[config.mk]
export PLATFORM = sky130hd
export DESIGN_NAME = uart_rx_fifo
export DESIGN_NICKNAME = d
export VERILOG_FILES = /design/src/rtl/uart_pkg.sv /design/src/rtl/sync_fifo.sv /design/src/rtl/uart_rx_fifo.sv
export SDC_FILE = /design/constraint.sdc
export NUM_CORES = 1
export LEC_CHECK = 0
export CAP_MARGIN = 25
export CELL_PAD_IN_SITES_DETAIL_PLACEMENT = 0
export CELL_PAD_IN_SITES_GLOBAL_PLACEMENT = 1
export CORE_MARGIN = 4
export CORE_UTILIZATION = 47
export DETAILED_ROUTE_END_ITERATION = 10
export PLACE_DENSITY_LB_ADDON = 0.08
export RECOVER_POWER = 25
export SETUP_SLACK_MARGIN = 0.4
export SYNTH_ARGS = -nofsm -noshare
export SYNTH_HDL_FRONTEND = slang
export SYNTH_SLANG_ARGS = --single-unit
[constraint.sdc]
create_clock -name clk -period 2.3 [get_ports clk]
set_input_delay 0.46 -clock clk [delete_from_list [all_inputs] [get_ports clk]]
set_output_delay 0.46 -clock clk [all_outputs]
set_load 0.1 [all_outputs]
[src/rtl/uart_pkg.sv]
// uart_pkg: receiver/transmitter FSM states, clog2 and parity helpers shared by the UART blocks.
package uart_pkg;

   typedef enum logic [2:0] {
      IDLE   = 3'd0,
      START  = 3'd1,
      DATA   = 3'd2,
      PARITY = 3'd3,
      STOP   = 3'd4
   } rx_state_t;

   function automatic int clog2(input int n);
      int r;
      r = 0;
      while ((1 << r) < n) r++;
      return r;
   endfunction

   function automatic logic calc_parity(input logic [7:0] d, input logic odd);
      return ^d ^ odd;
   endfunction

endpackage

[src/rtl/sync_fifo.sv]
// sync_fifo: power-of-2 synchronous FIFO with a first-word-fall-through head; full+pop+push does both.
module sync_fifo import uart_pkg::*; #(
   parameter int WIDTH = 8,
   parameter int DEPTH = 16
) (
   input  logic                  clk,
   input  logic                  rst,
   input  logic                  push,
   input  logic [WIDTH-1:0]      din,
   input  logic                  pop,
   output logic [WIDTH-1:0]      dout,
   output logic                  empty,
   output logic                  full,
   output logic [clog2(DEPTH):0] count
);
   localparam int AW = clog2(DEPTH);

   logic [WIDTH-1:0] r_mem [DEPTH];
   logic [AW-1:0]    r_wr;
   logic [AW-1:0]    r_rd;
   logic [AW:0]      r_count;
   logic             w_wr;
   logic             w_rd;

   assign empty = r_count == '0;
   assign full  = r_count == (AW+1)'(DEPTH);
   assign count = r_count;
   assign w_rd  = pop & ~empty;
   assign w_wr  = push & (~full | w_rd);
   assign dout  = empty ? '0 : r_mem[r_rd];

   always_ff @(posedge clk)
      if (w_wr) r_mem[r_wr] <= din;

   always_ff @(posedge clk) begin
      if (rst) begin
         r_wr    <= '0;
         r_rd    <= '0;
         r_count <= '0;
      end else begin
         if (w_wr) r_wr <= r_wr + 1'b1;
         if (w_rd) r_rd <= r_rd + 1'b1;
         r_count <= r_count + (AW+1)'(w_wr) - (AW+1)'(w_rd);
      end
   end

endmodule

[src/rtl/uart_rx_fifo.sv]
// uart_rx_fifo: UART receiver feeding a sync_fifo; samples at mid-bit, returns to IDLE at stop mid-bit.
// Optional parity bit and parity_err enabled by defining UART_RX_PARITY_EN.
module uart_rx_fifo import uart_pkg::*; #(
   parameter int   CLKDIV     = 60,
   parameter int   DATA_BITS  = 8,
   parameter int   DEPTH      = 16,
   parameter logic PARITY_ODD = 1'b0
) (
   input  logic                  clk,
   input  logic                  rst,
   input  logic                  rx_pin,
   output logic [DATA_BITS-1:0]  rxdata,
   output logic                  rxvalid,
   input  logic                  rxack,
   output logic [clog2(DEPTH):0] count,
   output logic                  frame_err,
   output logic                  parity_err,
   output logic                  overflow,
   input  logic                  clr_err,
   output logic                  busy
);
   localparam int BW = clog2(CLKDIV);
   localparam logic [BW-1:0] HALF = BW'(CLKDIV / 2 - 1);
   localparam logic [BW-1:0] FULL = BW'(CLKDIV - 1);
`ifdef UART_RX_PARITY_EN
   localparam rx_state_t POST_DATA = PARITY;
`else
   localparam rx_state_t POST_DATA = STOP;
`endif

   rx_state_t            r_state, w_state_nx;
   logic [BW-1:0]        r_baud, w_baud_nx;
   logic [DATA_BITS-1:0] r_shift, w_shift_nx;
   logic [2:0]           r_idx, w_idx_nx;
   logic                 r_sync1, r_sync2, r_prev;
   logic                 r_push, w_push;
   logic                 r_ferr, w_ferr;
   logic                 r_ovf;
   logic                 w_fall, w_tick, w_full, w_empty, w_ovf_set;
`ifdef UART_RX_PARITY_EN
   logic                 r_par_bad, w_par_bad_nx;
   logic                 r_perr, w_perr;
`endif

   assign w_fall    = r_prev & ~r_sync2;
   assign w_tick    = r_baud == '0;
   assign w_ovf_set = r_push & w_full & ~rxack;
   assign rxvalid   = ~w_empty;
   assign busy      = r_state != IDLE;
   assign frame_err = r_ferr;
   assign overflow  = r_ovf;
`ifdef UART_RX_PARITY_EN
   assign parity_err = r_perr;
`else
   assign parity_err = 1'b0;
`endif

   always_ff @(posedge clk) begin
      if (rst) begin
         r_sync1 <= 1'b1;
         r_sync2 <= 1'b1;
         r_prev  <= 1'b1;
      end else begin
         r_sync1 <= rx_pin;
         r_sync2 <= r_sync1;
         r_prev  <= r_sync2;
      end
   end

   // Baud counter reloads with a half bit while idle so the START sample lands mid-bit.
   always_comb begin
      w_state_nx = r_state;
      w_baud_nx  = (r_state == IDLE) ? HALF : w_tick ? FULL : r_baud - 1'b1;
      w_shift_nx = r_shift;
      w_idx_nx   = r_idx;
      w_push     = 1'b0;
      w_ferr     = 1'b0;
`ifdef UART_RX_PARITY_EN
      w_par_bad_nx = r_par_bad;
      w_perr       = 1'b0;
`endif
      case (r_state)
         IDLE:  w_state_nx = w_fall ? START : IDLE;
         START: if (w_tick) begin
            w_state_nx = r_sync2 ? IDLE : DATA;
            w_idx_nx   = '0;
         end
         DATA:  if (w_tick) begin
            w_shift_nx = {r_sync2, r_shift[DATA_BITS-1:1]};
            w_idx_nx   = r_idx + 3'd1;
            w_state_nx = (r_idx == 3'(DATA_BITS - 1)) ? POST_DATA : DATA;
         end
`ifdef UART_RX_PARITY_EN
         PARITY: if (w_tick) begin
            w_par_bad_nx = r_sync2 != calc_parity(8'(r_shift), PARITY_ODD);
            w_state_nx   = STOP;
         end
`endif
         STOP:  if (w_tick) begin
            w_state_nx = IDLE;
            w_ferr     = ~r_sync2;
`ifdef UART_RX_PARITY_EN
            w_perr = r_sync2 & r_par_bad;
            w_push = r_sync2 & ~r_par_bad;
`else
            w_push = r_sync2;
`endif
         end
         default: w_state_nx = IDLE;
      endcase
   end

   always_ff @(posedge clk) begin
      if (rst) begin
         r_state <= IDLE;
         r_baud  <= HALF;
         r_shift <= '0;
         r_idx   <= '0;
         r_push  <= 1'b0;
         r_ferr  <= 1'b0;
         r_ovf   <= 1'b0;
`ifdef UART_RX_PARITY_EN
         r_par_bad <= 1'b0;
         r_perr    <= 1'b0;
`endif
      end else begin
         r_state <= w_state_nx;
         r_baud  <= w_baud_nx;
         r_shift <= w_shift_nx;
         r_idx   <= w_idx_nx;
         r_push  <= w_push;
         r_ferr  <= w_ferr;
         r_ovf   <= w_ovf_set | (r_ovf & ~clr_err);
`ifdef UART_RX_PARITY_EN
         r_par_bad <= w_par_bad_nx;
         r_perr    <= w_perr;
`endif
      end
   end

   sync_fifo #(.WIDTH(DATA_BITS), .DEPTH(DEPTH)) u_fifo (
      .clk   (clk),
      .rst   (rst),
      .push  (r_push),
      .din   (r_shift),
      .pop   (rxack),
      .dout  (rxdata),
      .empty (w_empty),
      .full  (w_full),
      .count (count)
   );

endmodule

Word level (Yosys, flattened, before mapping)

Memory sizes are Yosys's and may differ from the RTL's. A register that Yosys moved wholly into a read port is not among the register bits.
Index checks and enable logic that the tools add are counted.

Flip-flop bits (word level): 39
Bits in latches: 0
Memory bits (writable): 128
Memory bits (read-only): 0
Input port bits: 5
Logic and storage cells: 70
Memories: 1

Memories:

| memory       | depth | width | read ports | clocked after Yosys merged registers in | write ports | RTL line        | source |
|---|---|---|---|---|---|---|---|
| u_fifo.r_mem | 16    | 8     | 1          | 1                                       | 1           | sync_fifo.sv:18 | `logic [WIDTH-1:0] r_mem [DEPTH];` |

Add/sub/neg operators: 6
Multipliers: 0
Div/mod/pow operators: 0
Magnitude comparators: 0
Eq/ne operators: 8
Shift operators: 0
Mux-type cells: 15
Bitwise gates (word level): 15
Reduce and logical (&&, ||, !) cells: 11

Operators with widths:

| kind                  | count |
|---|---|
| $mux W3               | 5 |
| $pmux W3 S4           | 1 |
| $add A4 B1 Y4 const B | 2 |
| $mux W4               | 2 |
| $mux W8               | 1 |
| $not A1 Y1            | 7 |
| $and A1 B1 Y1         | 6 |
| $eq A3 B3 Y1 const B  | 2 |
| $logic_not A6 Y1      | 1 |
| $mux W6               | 1 |
| $ne A2 B2 Y1 const B  | 3 |
| $pmux W3 S2           | 1 |
| $reduce_and A3 Y1     | 2 |
| $reduce_or A3 Y1      | 2 |
| $sub A6 B1 Y6 const B | 1 |
| $add A5 B1 Y5         | 1 |
| $eq A5 B5 Y1 const B  | 1 |
| $logic_not A5 Y1      | 1 |
| $sub A5 B1 Y5         | 1 |
| $add A3 B1 Y3 const B | 1 |
| $eq A3 B1 Y1 const B  | 1 |
| $eq A3 B2 Y1 const B  | 1 |
| $logic_not A3 Y1      | 1 |
| $mux W1               | 3 |
| other kinds (6)       | 7 |

Depth between registers and ports, before layout

Depth after elaboration: 7
Gate-level depth with buffers: 13
Depth with buffers taken out: 12

Cells and area by module

From an unflattened synthesis, not the netlist that was laid out.

Cell total of the unflattened synthesis: 429
Area total of the unflattened synthesis: 7003.0 um^2

By module, submodules not included:

| module       | instances | cells an instance | area an instance (um^2) |
|---|---|---|---|
| sync_fifo    | 1         | 312               | 5863.1 |
| uart_rx_fifo | 1         | 117               | 1139.8 |

Least setup slack after synthesis

Ideal clock, no wire load.

Kind: register to output
Start point: register u_fifo.r_count[2] (netlist: u_fifo.count[2])
End point: output port rxdata[0]
Data arrival time: 4425 ps
Slack: -2585 ps
Stages on the path, launching flop included: 8
Cell sequence: dfxtp_1 > inv_1 > ha_1 > or4b_2 > clkbuf_1 > clkbuf_1 > o21ai_0 > a21oi_1

Longest elaborated chain between the ends: 2

RTL lines:

| item                   | RTL line           | source |
|---|---|---|
| from (decl)            | sync_fifo.sv:21    | `logic [AW:0] r_count;` |
| from (signal assigned) | sync_fifo.sv:43    | `r_count <= r_count + (AW+1)'(w_wr) - (AW+1)'(w_rd);` |
| $logic_not A5 Y1       | sync_fifo.sv:25    | `assign empty = r_count == '0;` |
| $mux W8                | sync_fifo.sv:30    | `assign dout = empty ? '0 : r_mem[r_rd];` |
| to (decl)              | uart_rx_fifo.sv:12 | `output logic [DATA_BITS-1:0] rxdata,` |

No other way between the ends.

==> results.yml <==
detailed_routing:
  via_per_inst: 5.47
  wl_um: 13300
  drtAntennaViolNets: 0
  wire_per_inst_um: 19.5
  drc: 0
  drtPass1Iterations: 4
  drt-initial-drc-count: 338
  vias: 3719
layout:
  final_core_util_pct: 64.2
  nFillCells: 1021
  final_common_cell: "edfxtp_1"
  antenna_cells: 0
  layout.nets: 506
  final_cell_mix: "edfxtp_1 (128), mux4_2 (32), dfxtp_1 (32), nor2_1 (29)"
  fin_area_um2: 9050
  drive_gt1_share_pct: 43.8
  area_growth_syn_to_layout_pct: 31.9
sta:
  final.min_clock_period_ps: 2610
  setup_viol: 10
  drv_slew: 0
  max_slew.worst_pin.slew_ps: 693
  fin_tns_setup_ps: -2420
  fin_crit_sh_pct: 113
  maxSlewHeadroom_pct: 53.7
  fmax_mhz: 383
  hold_violations: 0
  layout_setup_ws_ps: -308
  skew_ps: 7.46
  rsz0062_at_grt: "true"
logic_synthesis:
  synth_edf_count: 128
  synth_adder_area_share_pct: 2.66
  post-synth-top-area-fraction_pct: 56.0
  syn-num-nets: 450
  synth_mux_area_share_pct: 14.4
  async_flop_share_pct: 0
  syn_avg_cell_area_um2: 15.9
  synth_cell_types: 50
  synth_xor_area_share_pct: 1.28
  synthTopCellsByArea: "edfxtp_1 (56%), dfxtp_1 (13%), mux4_2 (10%), mux2i_1 (2.6%), ha_1 (2.4%)"
  yosysWarnings: 0
  yosysSeqAreaShare_pct: 68.5
  synth_area_um2: 6870
  synthSimpleGateAreaFrac_pct: 7.05
  synth-compound-area-share_pct: 3.66
  ys_ff_latch: 171
  dominantRegCellSynth: "edfxtp_1"
  synthCells: 431
  synth_top_family_by_area: "multiplexers"
  synth.largest_area_cell: "edfxtp_1"
global_route:
  track_usage_pct: 17.2
  use_met3_pct: 3.61
  grt_use_met1_pct: 21.6
  grt_pass1_vias: 3824
  antenna_found_initial: 0
  grt-ovfl-total: 0
  grt_util_met2_pct: 29.3
  busiest_layer: "met2"
  grt_pass1_wl_um: 21200
  grt_start_max_net_pins: 25
floorplanning:
  num_io_pins: 23
  die_area_um2: 16600
  fp-row-count: 43
  start_util_pct: 48.7
  die_y_um: 129
  core_um2: 14100
  fp.dieW_um: 129
placement:
  gp_congestion: 0.752
  hpwl_um: 8500
  place_area_um2: 8000
  port_buffers: 21
status:
  violations: "negative setup slack"
  status: "finished, violations left"
setup_path:
  cp-end-kind: "output port"
  critical_path_class: "flop to output port"
  cp-start-kind: "flop"
  crit_required_ps: 1840
  critPathArrivalTime_ps: 2150
  crit_path_max_fanout: 4
clock_tree:
  clock-sinks: 171
  htreeDepth: 4
  numCtsBuffers: 17
  holdBufCountCts: 0
  insertion_delay_ps: 420
  clk_pin_slew_ps: 60
  cts_tree: "built"
  cts.path.max_buffers: 2
  clk_root_buffer_cell: "clkbuf_16"
power:
  power_density_nw_per_um2: 1060
  power.leakage_nw: 2.96
  ir_worst_vdd_uv: 897
flow_run:
  drv_cap: 0
hold_path:
  hp-class: "flop to flop"
## cell usage after synthesis, types with 2 or more instances
cell,n
a21oi_1,15
a31oi_1,2
and3_1,2
buf_1,3
buf_2,5
clkbuf_1,16
dfxtp_1,43
edfxtp_1,128
ha_1,13
inv_1,12
mux2_2,8
mux2i_1,18
mux4_2,32
nand2_1,8
nand2b_1,4
nand3_1,8
nand4b_1,2
nor2_1,41
nor2b_1,4
nor3_1,10
o211ai_1,2
o21a_1,2
o21ai_0,14
o21ai_1,2
or2_2,4
xnor2_1,3
xor2_1,7
## per-stage QoR
stage | total power [W] | cells | hold WS, ps | worst slack, ps
2_1_floorplan | 0.00565 | 431 | 389 | -131
3_3_place_gp | 0.00638 | 632 | 396 | -32.2
3_5_place_dp | 0.00640 | 632 | 411 | -131
4_1_cts | 0.00951 | 675 | 432 | -349
5_1_grt | 0.0100 | 680 | 455 | -388
6_report | 0.00963 | 680 | 427 | -308
## power by group
part / total (W) / internal (W) / switching [W] / leakage [nW]
sequential: 0.00344 / 0.00335 / 0.0000901 / 1.54
clock: 0.00271 / 0.00151 / 0.00120 / 0.284
combinational: 0.00348 / 0.00153 / 0.00194 / 1.13
total: 0.00963 / 0.00640 / 0.00323 / 2.96
## critical path, cell delays in order, from the launching register on
cell and delay [ps]:
dfxtp_2 350, buf_4 160, mux4_2 520, mux2_4 310
o21ai_4 150, a21oi_4 60, buf_12 180
## what timing repair did
item	4_1_cts	5_1_grt
endpoints found under the setup margin	106	66
pin swaps	14	25
gates cloned	1	1
buffers inserted	10	4
gates resized for setup	37	31
## path summary, 6_finish.rpt
check             cells after the start                          to  slack (ps)                       start
setup / recovery                      6                   rxdata[3]        -310                        flop
hold / removal                        1        r_baud[0]$_SDFF_PP1_         430        r_baud[0]$_SDFF_PP1_
setup reg to reg                     12  u_fifo.count[4]$_SDFF_PP0_         -50  u_fifo.count[2]$_SDFF_PP0_
hold reg to reg                       1        r_baud[0]$_SDFF_PP1_         430        r_baud[0]$_SDFF_PP1_
## final cells by class
type                       instances  area (um2)  share of cell area (%)
sequential                       171        4720                    52.2
timing repair buffer              63         871                    9.62
multi-input combinational        222        2620                    28.9
clock inverter                    15         140                    1.55
clock buffer                      17         425                    4.70
inverter                          12        52.6                   0.581
tap                              180         225                    2.49
## per-layer routing
metal  share of wire, %  routed length (um)
met1                 42                5550
met2                 53                7040
met3                3.8                 499
met4                1.4                 189
met5                  0                   0
## sequential cells by signal, summed over array words and instances, names as in the netlist, 3 cells and up, named ones only
| register | flops |
|---|---|
| u_fifo.r_mem | 128 |
| r_shift | 8 |
| r_baud | 6 |
| u_fifo.count | 5 |
| u_fifo.r_rd | 4 |
| u_fifo.r_wr | 4 |
| r_idx | 3 |
| r_state | 3 |
## cells by family after synthesis
kind of cell	count (synthesis)
AO/OA/AOI/OAI	44
XOR/XNOR	10
adder cells (fa/ha/maj)	14
buffers and inverters	38
flip-flops	171
multiplexers	58
other	1
AND/OR/NAND/NOR	95
Note: power is estimated with default switching activity, not from simulation.
